--- src/rtl/regwb_pkg.sv ---
// Shared types and widths for the register-file write-back queue.
package regwb_pkg;

  localparam int REG_AW = 5;
  localparam int REG_DW = 32;

  typedef struct packed {
    logic [REG_AW-1:0] rn;
    logic [REG_DW-1:0] d;
  } wb_entry_t;

endpackage

--- src/rtl/regwb_match.sv ---
// Bypass search for one read address over age-ordered queue entries.
// Entry 0 is the oldest (head); later entries override, so the newest match wins.
module regwb_match #(
  parameter int DEPTH = 4,
  parameter int AW    = 5,
  parameter int DW    = 32
) (
  input  logic [DEPTH-1:0] vld,
  input  logic [AW-1:0]    rn  [DEPTH],
  input  logic [DW-1:0]    dat [DEPTH],
  input  logic [AW-1:0]    addr,
  output logic             hit,
  output logic [DW-1:0]    data
);

  always_comb begin
    hit  = 1'b0;
    data = '0;
    for (int i = 0; i < DEPTH; i++) begin
      if (vld[i] && (rn[i] == addr) && (addr != '0)) begin
        hit  = 1'b1;
        data = dat[i];
      end
    end
  end

endmodule

--- src/rtl/regwb_queue.sv ---
// Write-back queue in front of the register-file write port: two prioritised
// producers, FIFO drain when the port is free, and read bypass of pending writes.
module regwb_queue
  import regwb_pkg::*;
#(
  parameter int DEPTH = 4,
  parameter int AW    = REG_AW,
  parameter int DW    = REG_DW
) (
  input  logic                       clk,
  input  logic                       clr,
  input  logic                       a_valid,
  input  logic [AW-1:0]              a_rn,
  input  logic [DW-1:0]              a_d,
  output logic                       a_ready,
  input  logic                       b_valid,
  input  logic [AW-1:0]              b_rn,
  input  logic [DW-1:0]              b_d,
  output logic                       b_ready,
  input  logic                       port_busy,
  output logic [AW-1:0]              wn,
  output logic                       we,
  output logic [DW-1:0]              d,
  input  logic [AW-1:0]              rna,
  input  logic [AW-1:0]              rnb,
  output logic                       hita,
  output logic [DW-1:0]              fwda,
  output logic                       hitb,
  output logic [DW-1:0]              fwdb,
  output logic [$clog2(DEPTH+1)-1:0] count,
  output logic                       full,
  output logic                       empty
);

  localparam int CW = $clog2(DEPTH+1);
  localparam int PW = $clog2(DEPTH);

  logic [PW-1:0]    head_q, head_d, tail_q, tail_d;
  logic [CW-1:0]    count_q, count_d;
  logic [DEPTH-1:0] valid_q, valid_d;
  logic [AW-1:0]    rn_q  [DEPTH];
  logic [AW-1:0]    rn_d  [DEPTH];
  logic [DW-1:0]    dat_q [DEPTH];
  logic [DW-1:0]    dat_d [DEPTH];

  logic          take_a, take_b, push, pop;
  logic [AW-1:0] push_rn;
  logic [DW-1:0] push_dat;

  assign full  = (count_q == CW'(DEPTH));
  assign empty = (count_q == '0);
  assign count = count_q;

  assign a_ready = !full;
  assign b_ready = !full && !a_valid;
  assign take_a  = a_valid && a_ready;
  assign take_b  = !take_a && b_valid && b_ready;
  assign push_rn  = take_a ? a_rn : b_rn;
  assign push_dat = take_a ? a_d  : b_d;
  // r0 writes complete the handshake but are dropped here.
  assign push = (take_a || take_b) && (push_rn != '0);

  assign we  = !empty && !port_busy;
  assign pop = we;
  assign wn  = rn_q[head_q];
  assign d   = dat_q[head_q];

  always_comb begin
    head_d  = head_q;
    tail_d  = tail_q;
    count_d = count_q;
    valid_d = valid_q;
    rn_d    = rn_q;
    dat_d   = dat_q;
    if (pop) begin
      valid_d[head_q] = 1'b0;
      head_d          = PW'(head_q + PW'(1));
    end
    if (push) begin
      valid_d[tail_q] = 1'b1;
      rn_d[tail_q]    = push_rn;
      dat_d[tail_q]   = push_dat;
      tail_d          = PW'(tail_q + PW'(1));
    end
    count_d = CW'(count_q + CW'(push) - CW'(pop));
  end

  always_ff @(posedge clk or posedge clr) begin
    if (clr) begin
      head_q  <= '0;
      tail_q  <= '0;
      count_q <= '0;
      valid_q <= '0;
    end else begin
      head_q  <= head_d;
      tail_q  <= tail_d;
      count_q <= count_d;
      valid_q <= valid_d;
    end
  end

  // Payload needs no reset; valid_q guards every use.
  always_ff @(posedge clk) begin
    rn_q  <= rn_d;
    dat_q <= dat_d;
  end

  logic [DEPTH-1:0] ord_vld;
  logic [AW-1:0]    ord_rn  [DEPTH];
  logic [DW-1:0]    ord_dat [DEPTH];

  always_comb begin
    for (int i = 0; i < DEPTH; i++) begin
      ord_vld[i] = valid_q[PW'(head_q + PW'(i))];
      ord_rn[i]  = rn_q[PW'(head_q + PW'(i))];
      ord_dat[i] = dat_q[PW'(head_q + PW'(i))];
    end
  end

  regwb_match #(.DEPTH(DEPTH), .AW(AW), .DW(DW)) u_match_a (
    .vld  (ord_vld),
    .rn   (ord_rn),
    .dat  (ord_dat),
    .addr (rna),
    .hit  (hita),
    .data (fwda)
  );

  regwb_match #(.DEPTH(DEPTH), .AW(AW), .DW(DW)) u_match_b (
    .vld  (ord_vld),
    .rn   (ord_rn),
    .dat  (ord_dat),
    .addr (rnb),
    .hit  (hitb),
    .data (fwdb)
  );

endmodule

--- config.mk ---
export PLATFORM = sky130hd
export DESIGN_NAME = regwb_queue
export DESIGN_NICKNAME = d
export VERILOG_FILES = /design/src/rtl/regwb_pkg.sv /design/src/rtl/regwb_match.sv /design/src/rtl/regwb_queue.sv
export SDC_FILE = /design/constraint.sdc
export NUM_CORES = 1
export LEC_CHECK = 0
export ABC_AREA = 1
export CORE_MARGIN = 2
export CORE_UTILIZATION = 59
export DETAILED_ROUTE_END_ITERATION = 8
export GPL_TIMING_DRIVEN = 0
export PLACE_DENSITY = 0.89
export SYNTH_ARGS = -nofsm -noshare
export SYNTH_HDL_FRONTEND = slang
export SYNTH_SLANG_ARGS = --single-unit
--- constraint.sdc ---
create_clock -name clk -period 6.2 [get_ports clk]
set_input_delay 1.24 -clock clk [delete_from_list [all_inputs] [get_ports clk]]
set_output_delay 1.24 -clock clk [all_outputs]
set_load 0.02 [all_outputs]
==> impl_metrics.csv <==
group,metric,value,unit
critical_path,path_class,"reg -> out",
cts,h-tree-depth,4,
pwr,powerDensity,685,mW/mm2
global_routing,grt_pass1_vias,13300,
synth,yosysMostFrequentCell,"nand2_1",
synth,avgSynthCellArea,7.41,um2
global_routing,grt_pass1_wl,72.5,mm
status,violations,"design-rule violations",
global_routing,grt_max_degree,26,
sta,max_freq,162,MHz
min_path,hold_class,"reg -> reg",
sta,rsz0062_at_grt,"no",
cts,cts_root_buf,"clkbuf_16",
global_routing,grt-ovfl-total,0,
critical_path,cp_max_fo,20,
synth,synth_commonest_cells,"nand2_1 (571), nor2_1 (183), edfxtp_1 (148), nand3_1 (146), o21ai_0 (140)",
sta,period_share,99.4,%
placement,dpl.hpwl,35.3,mm
die,initial_utilization,60.5,%
sta,relSlewSlack,33.4,%
critical_path,critPathSlowestCell,"clkdlybuf4s50_1",
placement,postPlaceCellArea,0.0148,mm2
synth,synth-compound-area-share,9.20,%
cts,ctsResizeCount,0,
global_routing,groute.usage.overall,43.2,%
drt,vias,13800,
sta,period_needed,6160,ps
sta,finalHoldViolCount,0,
synth,synth_area_leader_cell,"edfxtp_1",
status,status,"finished with violations",
pwr,p_leak,6.80,nW
placement,io_buffers,198,
drt,drt_pre_antenna_iters,9,
sta,setup_viol,0,
critical_path,slowest_delay,630,ps
synth,synth_nets,1762,
cts,clk_pin_slew,70,ps
synth,yosys-top-cells-area,"edfxtp_1 (36%), nand2_1 (17%), mux2i_1 (7.9%)",
flow_run,cap_violations,0,
drt,wire_per_inst,22.3,um
die,die-width,149,um
synth,synth-xor-area-share,0.569,%
sta,finClkSkew,14.4,ps
critical_path,critPathLaunchType,"flip-flop",
synth,yosysWarnings,0,
die,die-height,149,um
drt,ant_nets,0,
synth,postSynthRegisterBits,159,
critical_path,arrival,4920,ps
cells_and_area,drive_gt1_share,10.0,%
synth,ys_types,34,
synth,netlist_instances,1662,
pwr,total_power,0.0105,W
cells_and_area,nFillCells,1559,
synth,synth.top_cell.area_share,36.1,%
synth,synth_adder_area_share,1.18,%
synth,synth_mux_area_share,10.8,%
synth,synth_edf_count,148,
cells_and_area,diodes,0,
sta,worst_slew_pin_slew,997,ps
critical_path,cp.required,4960,ps
cells_and_area,final_nets,1981,
synth,synth_ff_type,"edfxtp_1",
die,core,0.0204,mm2
synth,synth_top_family_by_area,"simple AND/OR/NAND/NOR gates",
cts,numCtsBuffers,17,
die,rows,52,
global_routing,antenna_found_initial,0,
cts,clock-sinks,159,
placement,dpl.cell_count,2134,
drt,route.detailed.drc,7,
drt,routed_via_density,6.38,
drt,wl,48.3,mm
drt,drt_iter0_drc,2054,
cells_and_area,fin_cells,2164,
placement,place_congestion,1.03,
sta,maxSlewViolCount,0,
cts,clock_path_buffers,2,
cts,worstSkewPairLatency,450,ps
critical_path,worstSetupEndpointType,"output pin",
die,dieArea,0.0221,mm2
die,ios,200,
synth,synth_seq_area_share,38.3,%
cells_and_area,final_cell_area,0.0154,mm2
synth,syn_area,0.0123,mm2
synth,synthArstFlopShare,6.92,%
critical_path,cp_cell_sequence,"buf_4 > inv_2 > buf_2 > ha_1 > inv_2 > buf_1 > clkbuf_1 > clkbuf_1 > nand2_1 > o21ai_0 > nor2_1 > a21oi_2 > clkdlybuf4s50_1",
cells_and_area,area_growth,24.7,%
pwr,irDropWorstVdd,0.000455,V
synth,synth-simple-area-share,32.3,%
cts,cts_tree,"built",
-- sequential cells by signal, summed over array words and instances, names as in the netlist --
| signal | flops |
|---|---|
| count | 3 |
| dat_q | 128 |
| head_q | 2 |
| rn_q | 20 |
| tail_q | 2 |
| valid_q | 4 |
-- critical path, delay by kind of cell (launching register included) --
family / cells / cell delay [ps]
AOI/OAI and AO/OA: 2 / 290
adders and majority gates: 1 / 370
buffers and inverters: 8 / 3170
DFF: 1 / 410
and+or+nand+nor: 2 / 210
-- layout by cell type (no fill, tap or decap), types with 22 or more instances in the layout --
master	instances
a21oi_2	22
buf_2	33
nor2_1	179
clkdlybuf4s50_1	198
edfxtp_1	148
buf_4	22
clkbuf_1	28
inv_1	74
mux2_2	32
nand4_1	35
o21ai_0	140
nand2_1	571
mux2i_1	97
nand3_1	146
a21oi_1	36
-- kinds of logic (layout without fill, tap and decap cells) --
| group | after synthesis | count (layout) |
|---|---|---|
| buf+inv | 188 | 420 |
| mux | 129 | 129 |
| fa+ha+maj | 11 | 11 |
| flops | 159 | 159 |
| xor+xnor | 8 | 8 |
| simple gates | 958 | 958 |
| compound gates | 209 | 209 |
-- power breakdown --
group | switching, W | internal, W | leakage (nW)
Clock | 0.000533 | 0.000576 | 0.288
Sequential | 0.000176 | 0.00160 | 1.49
Combinational | 0.00516 | 0.00247 | 5.01
Total | 0.00587 | 0.00465 | 6.80
-- worst paths after layout --
| kind | start | to | slack (ps) | cells past startpoint |
|---|---|---|---|---|
| max in group asynchronous | clr | head_q[1] | 4780 | 2 |
| worst min-delay path | valid_q[3] | valid_q[3] | 540 | 2 |
| worst max register to register | count[1] | dat_q[48] | 2850 | 12 |
| min in group asynchronous | clr | tail_q[0] | 1100 | 2 |
| worst max-delay path | head_q[1] | fwda[21] | 40 | 13 |
| worst min register to register | valid_q[3] | valid_q[3] | 540 | 2 |
-- cell type report --
| class | count | area [um2] | share of cell area [%] |
|---|---|---|---|
| clock inverters | 15 | 171 | 1.12 |
| multi-input cells | 1315 | 6690 | 43.5 |
| flip-flops and latches | 159 | 4720 | 30.7 |
| inverters | 79 | 299 | 1.95 |
| plain buffers | 107 | 638 | 4.15 |
| clock buffers | 17 | 425 | 2.77 |
| well taps | 270 | 338 | 2.20 |
| repair buffers | 202 | 2080 | 13.6 |
-- per-layer routing --
layer | wire [um] | up-vias | track usage (%)
li1 | - | 6006 | -
met2 | 20700 | 1252 | 66.7
met3 | 7370 | 306 | 11.1
met5 | 0 | - | 0
met4 | 3040 | 0 | 21.9
met1 | 17200 | 6241 | 56.6
-- through the flow --
stage	hold slack [ps]	setup WS, ps	util [%]	setup TNS, ps
global route	563	4.77	75.4	0
CTS	530	320	75.4	0
floorplan	473	1970	-	0
global placement	503	-331	71.9	-39550
finish	535	38.9	75.4	0
detailed placement	504	304	72.5	0
-- repair_timing --
action,CTS,global route
hold buffers,0,0
setup endpoints to repair,60,0
setup buffers,0,0
(Power assumes the default switching activity.)
